[config.mk]
export PLATFORM = sky130hd
export DESIGN_NAME = sprite_image_writer
export DESIGN_NICKNAME = d
export VERILOG_FILES = /design/src/rtl/sprite_pkg.sv /design/src/rtl/sprite_window_addr.sv /design/src/rtl/sprite_image_writer.sv
export SDC_FILE = /design/constraint.sdc
export NUM_CORES = 1
export LEC_CHECK = 0
export ABC_AREA = 1
export BUFFER_PORTS_ARGS = -buffer_cell sky130_fd_sc_hd__buf_2
export CAP_MARGIN = 0
export CELL_PAD_IN_SITES_DETAIL_PLACEMENT = 1
export CELL_PAD_IN_SITES_GLOBAL_PLACEMENT = 2
export CORE_AREA = 5 5 126 128
export CTS_BUF_LIST = sky130_fd_sc_hd__clkbuf_2
export DETAILED_ROUTE_END_ITERATION = 16
export DIE_AREA = 0 0 131 133
export GPL_TIMING_DRIVEN = 0
export PLACE_DENSITY_LB_ADDON = 0.1
export SLEW_MARGIN = 20
export SYNTH_ARGS = -nofsm -noshare
export SYNTH_HDL_FRONTEND = slang
export SYNTH_HIERARCHICAL = 1
export SYNTH_SLANG_ARGS = --single-unit
[constraint.sdc]
create_clock -name pixel_clk_in -period 6.05 [get_ports pixel_clk_in]
set_clock_uncertainty 0.05 [all_clocks]
set_input_delay 0.3025 -clock pixel_clk_in [delete_from_list [all_inputs] [get_ports pixel_clk_in]]
set_output_delay 0.3025 -clock pixel_clk_in [all_outputs]
set_load 0.01 [all_outputs]
[src/rtl/sprite_pkg.sv]
// Shared types and helpers for the sprite capture/render image path.
package sprite_pkg;

  typedef enum logic [1:0] {
    ST_IDLE    = 2'd0,
    ST_ARMED   = 2'd1,
    ST_CAPTURE = 2'd2
  } writer_state_t;

  // Top bit of each colour field inside a {R,G,B} 24-bit pixel.
  localparam int R_HI = 23;
  localparam int G_HI = 15;
  localparam int B_HI = 7;

  function automatic logic [7:0] rgb332(input logic [23:0] rgb);
    return {rgb[R_HI -: 3], rgb[G_HI -: 3], rgb[B_HI -: 2]};
  endfunction

endpackage

[src/rtl/sprite_window_addr.sv]
// Window hit test and local (bank-relative) address for a sprite-sized region.
module sprite_window_addr #(
  parameter int WIDTH  = 256,
  parameter int HEIGHT = 256,
  parameter int AW     = $clog2(WIDTH*HEIGHT)
) (
  input  logic [10:0]   x,
  input  logic [9:0]    y,
  input  logic [10:0]   h,
  input  logic [9:0]    v,
  output logic          hit,
  output logic [AW-1:0] local_addr
);

  localparam int LXW = (WIDTH  > 1) ? $clog2(WIDTH)  : 1;
  localparam int LYW = (HEIGHT > 1) ? $clog2(HEIGHT) : 1;

  // 12-bit arithmetic so a window hanging past column 2047 never wraps to 0.
  logic [11:0]    h12, x12, v12, y12;
  logic [LXW-1:0] lx;
  logic [LYW-1:0] ly;

  assign h12 = {1'b0, h};
  assign x12 = {1'b0, x};
  assign v12 = {2'b00, v};
  assign y12 = {2'b00, y};

  assign hit = (h12 >= x12) && (h12 < x12 + 12'(WIDTH)) &&
               (v12 >= y12) && (v12 < y12 + 12'(HEIGHT));

  assign lx = LXW'(h12 - x12);
  assign ly = LYW'(v12 - y12);

  assign local_addr = AW'(ly) * AW'(WIDTH) + AW'(lx);

endmodule

[src/rtl/sprite_image_writer.sv]
// Crops a window from a raster RGB888 stream, quantizes to RGB332 and writes it
// into the back bank of a two-bank image BRAM, swapping banks on a full frame.
module sprite_image_writer
  import sprite_pkg::*;
#(
  parameter int WIDTH  = 256,
  parameter int HEIGHT = 256,
  parameter int ADDR_W = $clog2(WIDTH*HEIGHT)+1
) (
  input  logic              pixel_clk_in,
  input  logic              rst_n_in,
  input  logic [10:0]       x_in,
  input  logic [9:0]        y_in,
  input  logic              capture_in,
  input  logic              continuous_in,
  input  logic              frame_start_in,
  input  logic              pixel_valid_in,
  input  logic [10:0]       hcount_in,
  input  logic [9:0]        vcount_in,
  input  logic [23:0]       rgb_in,
  output logic              wr_en_out,
  output logic [ADDR_W-1:0] wr_addr_out,
  output logic [7:0]        wr_data_out,
  output logic              bank_out,
  output logic              busy_out,
  output logic              frame_done_out,
  output logic [1:0]        state_dbg_out
);

  localparam int NPIX = WIDTH*HEIGHT;
  localparam int LAW  = ADDR_W-1;
  localparam int CW   = $clog2(NPIX)+1;

  writer_state_t state, state_next;
  logic [CW-1:0] pix_cnt, cnt_base, cnt_next;
  logic          win_hit, last_px, capturing, take, complete;
  logic          swap_p1, swap_p2;
  logic [LAW-1:0] local_addr;
  logic [11:0]   x_last, y_last;

  logic           s1_hit, s1_bank;
  logic [LAW-1:0] s1_addr;
  logic [23:0]    s1_rgb;

  sprite_window_addr #(.WIDTH(WIDTH), .HEIGHT(HEIGHT), .AW(LAW)) u_win (
    .x(x_in), .y(y_in), .h(hcount_in), .v(vcount_in),
    .hit(win_hit), .local_addr(local_addr)
  );

  assign x_last  = {1'b0, x_in} + 12'(WIDTH-1);
  assign y_last  = {2'b00, y_in} + 12'(HEIGHT-1);
  assign last_px = pixel_valid_in && ({1'b0, hcount_in} == x_last) &&
                   ({2'b00, vcount_in} == y_last);
  assign state_dbg_out = state;

  // A frame_start seen while armed or capturing begins a fresh count on that pixel.
  always_comb begin
    capturing  = (state == ST_CAPTURE) || (state == ST_ARMED && frame_start_in);
    take       = capturing && pixel_valid_in && win_hit;
    cnt_base   = frame_start_in ? '0 : pix_cnt;
    cnt_next   = cnt_base;
    if (take && cnt_base != CW'(NPIX)) cnt_next = cnt_base + CW'(1);
    complete   = capturing && last_px && (cnt_next == CW'(NPIX));
    state_next = state;
    case (state)
      ST_IDLE: if (capture_in) state_next = ST_ARMED;
      ST_ARMED, ST_CAPTURE: begin
        if (capturing) begin
          if (last_px) state_next = (complete && !continuous_in) ? ST_IDLE : ST_ARMED;
          else         state_next = ST_CAPTURE;
        end
      end
      default: state_next = ST_IDLE;
    endcase
  end

  // Swap is delayed two stages so it lands the cycle after the final write.
  always_ff @(posedge pixel_clk_in or negedge rst_n_in) begin
    if (!rst_n_in) begin
      state          <= ST_IDLE;
      pix_cnt        <= '0;
      busy_out       <= 1'b0;
      swap_p1        <= 1'b0;
      swap_p2        <= 1'b0;
      frame_done_out <= 1'b0;
      bank_out       <= 1'b0;
    end else begin
      state          <= state_next;
      busy_out       <= (state_next != ST_IDLE);
      pix_cnt        <= (capturing && !last_px) ? cnt_next : '0;
      swap_p1        <= complete;
      swap_p2        <= swap_p1;
      frame_done_out <= swap_p2;
      if (swap_p2) bank_out <= ~bank_out;
    end
  end

  always_ff @(posedge pixel_clk_in or negedge rst_n_in) begin
    if (!rst_n_in) begin
      s1_hit      <= 1'b0;
      s1_bank     <= 1'b0;
      s1_addr     <= '0;
      s1_rgb      <= '0;
      wr_en_out   <= 1'b0;
      wr_addr_out <= '0;
      wr_data_out <= '0;
    end else begin
      s1_hit      <= take;
      s1_bank     <= ~bank_out;
      s1_addr     <= local_addr;
      s1_rgb      <= rgb_in;
      wr_en_out   <= s1_hit;
      wr_data_out <= rgb332(s1_rgb);
      wr_addr_out <= s1_bank ? ADDR_W'(NPIX) + {1'b0, s1_addr} : {1'b0, s1_addr};
    end
  end

endmodule

==> run_results.csv <==
group,metric,value,unit
power_and_ir_drop,max-vdd-ir-drop,105,uV
timing,tns,0,ns
global_routing,overflow,0,
finish,n_fill_cell,1909,
logic_synthesis,yosys.area.top_type_share,0.378,
clock_tree,cts.clk_slew.worst_paths,0.26,ns
critical_path,r2r_slack,2.82,ns
critical_path,capture_point_of_the_critical_path,"swap_p1$_DFF_PN0_",
critical_path,worst_r2r_path_depth,18,
route,post-route-drc-count,0,
floorplanning,die_footprint,0.0174,mm^2
route,detail-route-antenna-nets,0,
power_and_ir_drop,clock_power_share,0.233,
placement,hpwl,11800,um
route,final_routed_wire_length_divided_by_cell_count,14.8,um
critical_path,r2r-end,"swap_p1$_DFF_PN0_",
logic_synthesis,syn_area,0.00503,mm^2
global_routing,track_usage,0.177,
route,dr.first_iter.drc_count,148,
timing,maxSlewHeadroom,0.547,
clock_tree,ctsHtreeMaxLevel,3,
floorplanning,die_w,131,um
timing,setup_viol,0,
route,route.vias.total,4498,
clock_tree,clk_root_buffer_cell,"sky130_fd_sc_hd__clkbuf_2",
logic_synthesis,ys_async_sr_fraction,1.00,
logic_synthesis,synth_enable_flop_cells,0,
logic_synthesis,yosys_register_bits,76,
power_and_ir_drop,leakagePower,0.00332,uW
critical_path,cp.required,6.42,ns
placement,portBuffers,86,
finish,nNetsFinal,884,
logic_synthesis,yosysMostFrequentCell,"sky130_fd_sc_hd__nand2_1",
timing,fin_crit_sh,0.582,
power_and_ir_drop,seqPwrFrac,0.481,
global_routing,pin_count_of_the_biggest_net_entering_global_routing,51,
power_and_ir_drop,power.combinational.fraction,0.286,
clock_tree,numCtsBuffers,9,
power_and_ir_drop,power_switching,450,uW
clock_tree,clock_latency_on_the_worst_skew_pair,0.58,ns
logic_synthesis,synthTopCellsByArea,"sky130_fd_sc_hd__dfrtp_1 (38%), sky130_fd_sc_hd__nand2_1 (14%), sky130_fd_sc_hd__ha_1 (9.0%), sky130_fd_sc_hd__inv_1 (7.6%), sky130_fd_sc_hd__nor2_1 (5.3%)",
flow_run,max_cap_viol_count,0,
placement,dp_worst_setup_slack,2.34,ns
finish,final_layout_size_suffix_gt1_frac,0.178,
logic_synthesis,syn_area_per_cell,7.62,um^2
global_routing,grt_antenna_before_repair,2,
timing,maxSlewViolCount,0,
clock_tree,ctsResizeCount,0,
floorplanning,core_area,0.0148,mm^2
logic_synthesis,yosysUniqueCellTypes,37,
timing,fin_crit,3.52,ns
clock_tree,cts_post_setup_buffers_inserted,0,
timing,max_clk_rate,284,MHz
worst_hold_path,hold_path_class,"in -> async",
logic_synthesis,syn_inst,660,
timing,max_slew.worst_pin.slew,0.675,ns
global_routing,first_global_vias,4956,
global_routing,grt_first_pass_wirelength,24300,um
power_and_ir_drop,cell_internal_pwr,771,uW
clock_tree,tritoncts_num_sinks,76,
timing,report.final.hold_viol_count,0,
floorplanning,std_cell_rows,45,
finish,layout_overhead_on_the_synthesized_area,19.4,%
floorplanning,ioPinCount,103,
critical_path,timing.critical_path.from,"x_in[0]",
placement,placed_inst_area,0.00573,mm^2
logic_synthesis,synth-main-ff-cell,"sky130_fd_sc_hd__dfrtp_1",
logic_synthesis,ys_top_cells_by_count,"sky130_fd_sc_hd__nand2_1 (184), sky130_fd_sc_hd__inv_1 (102), sky130_fd_sc_hd__dfrtp_1 (76)",
critical_path,crit_type,"in -> reg",
critical_path,worst_path_arrival,3.89,ns
logic_synthesis,synth_top_area_cell,"sky130_fd_sc_hd__dfrtp_1",
timing,hold_ws,0.0671,ns
route,first_pass_iters,4,
floorplanning,initial_core_util,0.341,
power_and_ir_drop,swShare,0.368,
logic_synthesis,mappedNetlistNets,770,
floorplanning,die_height,133,um
logic_synthesis,yosysSeqAreaShare,0.378,
route,detail_route.vias_per_cell,4.65,
timing,timing.final.ws_setup,2.53,ns
critical_path,rr_startpoint,"pix_cnt[0]$_DFF_PN0_",
critical_path,worstPathMaxFanout,8,
route,drt_wl_total,14300,um
critical_path,critical_path_end_type,"register",
critical_path,start_kind,"input port",
placement,gpl.final_weighted_congestion,0.807,
status,run_status,"completed",
clock_tree,tritoncts,"done",
logic_synthesis,ys_warn_count,6,
timing,grt_setup_unrepaired,"false",
power_and_ir_drop,pwr_density_cell,203,mW/mm^2
finish,final_cell_area,0.00601,mm^2
clock_tree,clockBufferDepth,2,
## repair_timing
action                                  in CTS  in global routing
hold buffers                                16                  0
hold endpoints to repair                    91                  0
endpoints found under the setup margin       0                  0
## cell type report
cell class              count  area (um^2)  share of cell area
plain buffers               6         66.3              0.0110
inverters                 104          390              0.0650
clock inverters             7         71.3              0.0119
diodes                      1         2.50            0.000417
flip-flops and latches     76         1900               0.317
well taps                 188          235              0.0392
clock buffers               9         45.0             0.00750
repair buffers            103          621               0.103
multi-input cells         474         2670               0.445
## routing by layer
layer	wire (um)	part of all wire	global-route usage
met1	6110	0.43	0.219
met4	90	0.0063	0.0417
met2	7740	0.54	0.314
met5	13	0.00091	0
met3	380	0.027	0.0359
## critical path, cell delays in order
cell	delay, ns
sky130_fd_sc_hd__dlygate4sd3_1	0.54
sky130_fd_sc_hd__buf_2	0.15
sky130_fd_sc_hd__ha_1	0.23
sky130_fd_sc_hd__fa_1	0.41
sky130_fd_sc_hd__inv_1	0.07
sky130_fd_sc_hd__nand2_1	0.05
sky130_fd_sc_hd__nand2_1	0.10
sky130_fd_sc_hd__nand3_1	0.08
sky130_fd_sc_hd__nand2_1	0.10
sky130_fd_sc_hd__nand2_1	0.06
sky130_fd_sc_hd__nand3_1	0.08
sky130_fd_sc_hd__nor2_1	0.07
sky130_fd_sc_hd__nand3_1	0.11
sky130_fd_sc_hd__clkinv_1	0.25
sky130_fd_sc_hd__nand2_2	0.23
sky130_fd_sc_hd__nand2_1	0.07
sky130_fd_sc_hd__nand2_1	0.09
sky130_fd_sc_hd__nand2_1	0.06
sky130_fd_sc_hd__nor2_1	0.15
sky130_fd_sc_hd__nand2_1	0.09
sky130_fd_sc_hd__nor2_2	0.13
sky130_fd_sc_hd__nand3_1	0.14
sky130_fd_sc_hd__nor4_1	0.35
## layout by cell type, fill, tap and decap left out, drive strengths merged
| master | netlist | layout |
|---|---|---|
| or2 | 4 | 4 |
| and2 | 2 | 2 |
| nor4 | 1 | 1 |
| a31oi | 1 | 1 |
| ha | 36 | 36 |
| xor2 | 28 | 28 |
| fa | 2 | 2 |
| o21bai | 1 | 1 |
| nand3b | 4 | 4 |
| nor3 | 2 | 2 |
| clkinv | 1 | 1 |
| inv | 103 | 110 |
| diode | 0 | 1 |
| nand4 | 11 | 11 |
| and3b | 1 | 1 |
| a21oi | 26 | 26 |
| dlygate4sd3 | 0 | 16 |
| buf | 6 | 93 |
| dfrtp | 76 | 76 |
| nor3b | 2 | 2 |
| nor2 | 78 | 78 |
| o211ai | 1 | 1 |
| nand3 | 42 | 42 |
| a21o | 3 | 3 |
| clkbuf | 0 | 9 |
| xnor2 | 17 | 17 |
| nand2 | 193 | 193 |
| o21ai | 19 | 19 |
## kinds of logic (layout without fill, tap and decap cells)
| group | count (synthesis) | count (layout) | synth area share |
|---|---|---|---|
| fa+ha+maj | 38 | 38 | 0.0975 |
| buf+inv | 110 | 229 | 0.0907 |
| compound gates | 51 | 51 | 0.0557 |
| other cells | 0 | 1 | 0 |
| flops | 76 | 76 | 0.378 |
| xor+xnor | 45 | 45 | 0.0783 |
| simple gates | 340 | 340 | 0.300 |
## per-stage QoR
stage                     power, uW  cells  utilization
after floorplan                 799    660            -
after global placement          929    934        0.386
after detailed placement        946    935        0.388
after CTS                      1250    967        0.407
after global routing           1320    968        0.407
final                          1220    968        0.407
## state kept, by name (all words and copies together), names as in the netlist
| name | cells |
|---|---|
| s1_hit | 1 |
| state_dbg_out | 2 |
| pix_cnt | 17 |
| busy_out | 1 |
| s1_rgb | 8 |
| frame_done_out | 1 |
| wr_addr_out | 17 |
| s1_addr | 16 |
| swap_p1 | 1 |
| s1_bank | 1 |
| swap_p2 | 1 |
| wr_en_out | 1 |
| wr_data_out | 8 |
| bank_out | 1 |
## how the worst min path moves through the flow
stage                          from                       end  slack, ns  cells after the start
6_report                   rst_n_in      s1_addr[6]$_DFF_PN0_       0.07                      2
5_1_grt                    rst_n_in  wr_data_out[7]$_DFF_PN0_      0.008                      2
4_1_cts                    rst_n_in  wr_data_out[7]$_DFF_PN0_      0.007                      2
3_5_place_dp               rst_n_in      s1_addr[6]$_DFF_PN0_       0.19                      1
3_3_place_gp   s1_rgb[13]$_DFF_PN0_  wr_data_out[2]$_DFF_PN0_       0.28                      0
2_1_floorplan              rst_n_in      bank_out$_DFFE_PN0P_      -0.04                      0
## power groups by stage
stage	Clock (uW)	Sequential, uW	Combinational (uW)
2_1_floorplan	0	610	188
3_3_place_gp	0	593	336
3_5_place_dp	0	597	349
4_1_cts	304	588	359
5_1_grt	324	595	397
6_report	284	587	349
(Power assumes the default switching activity.)
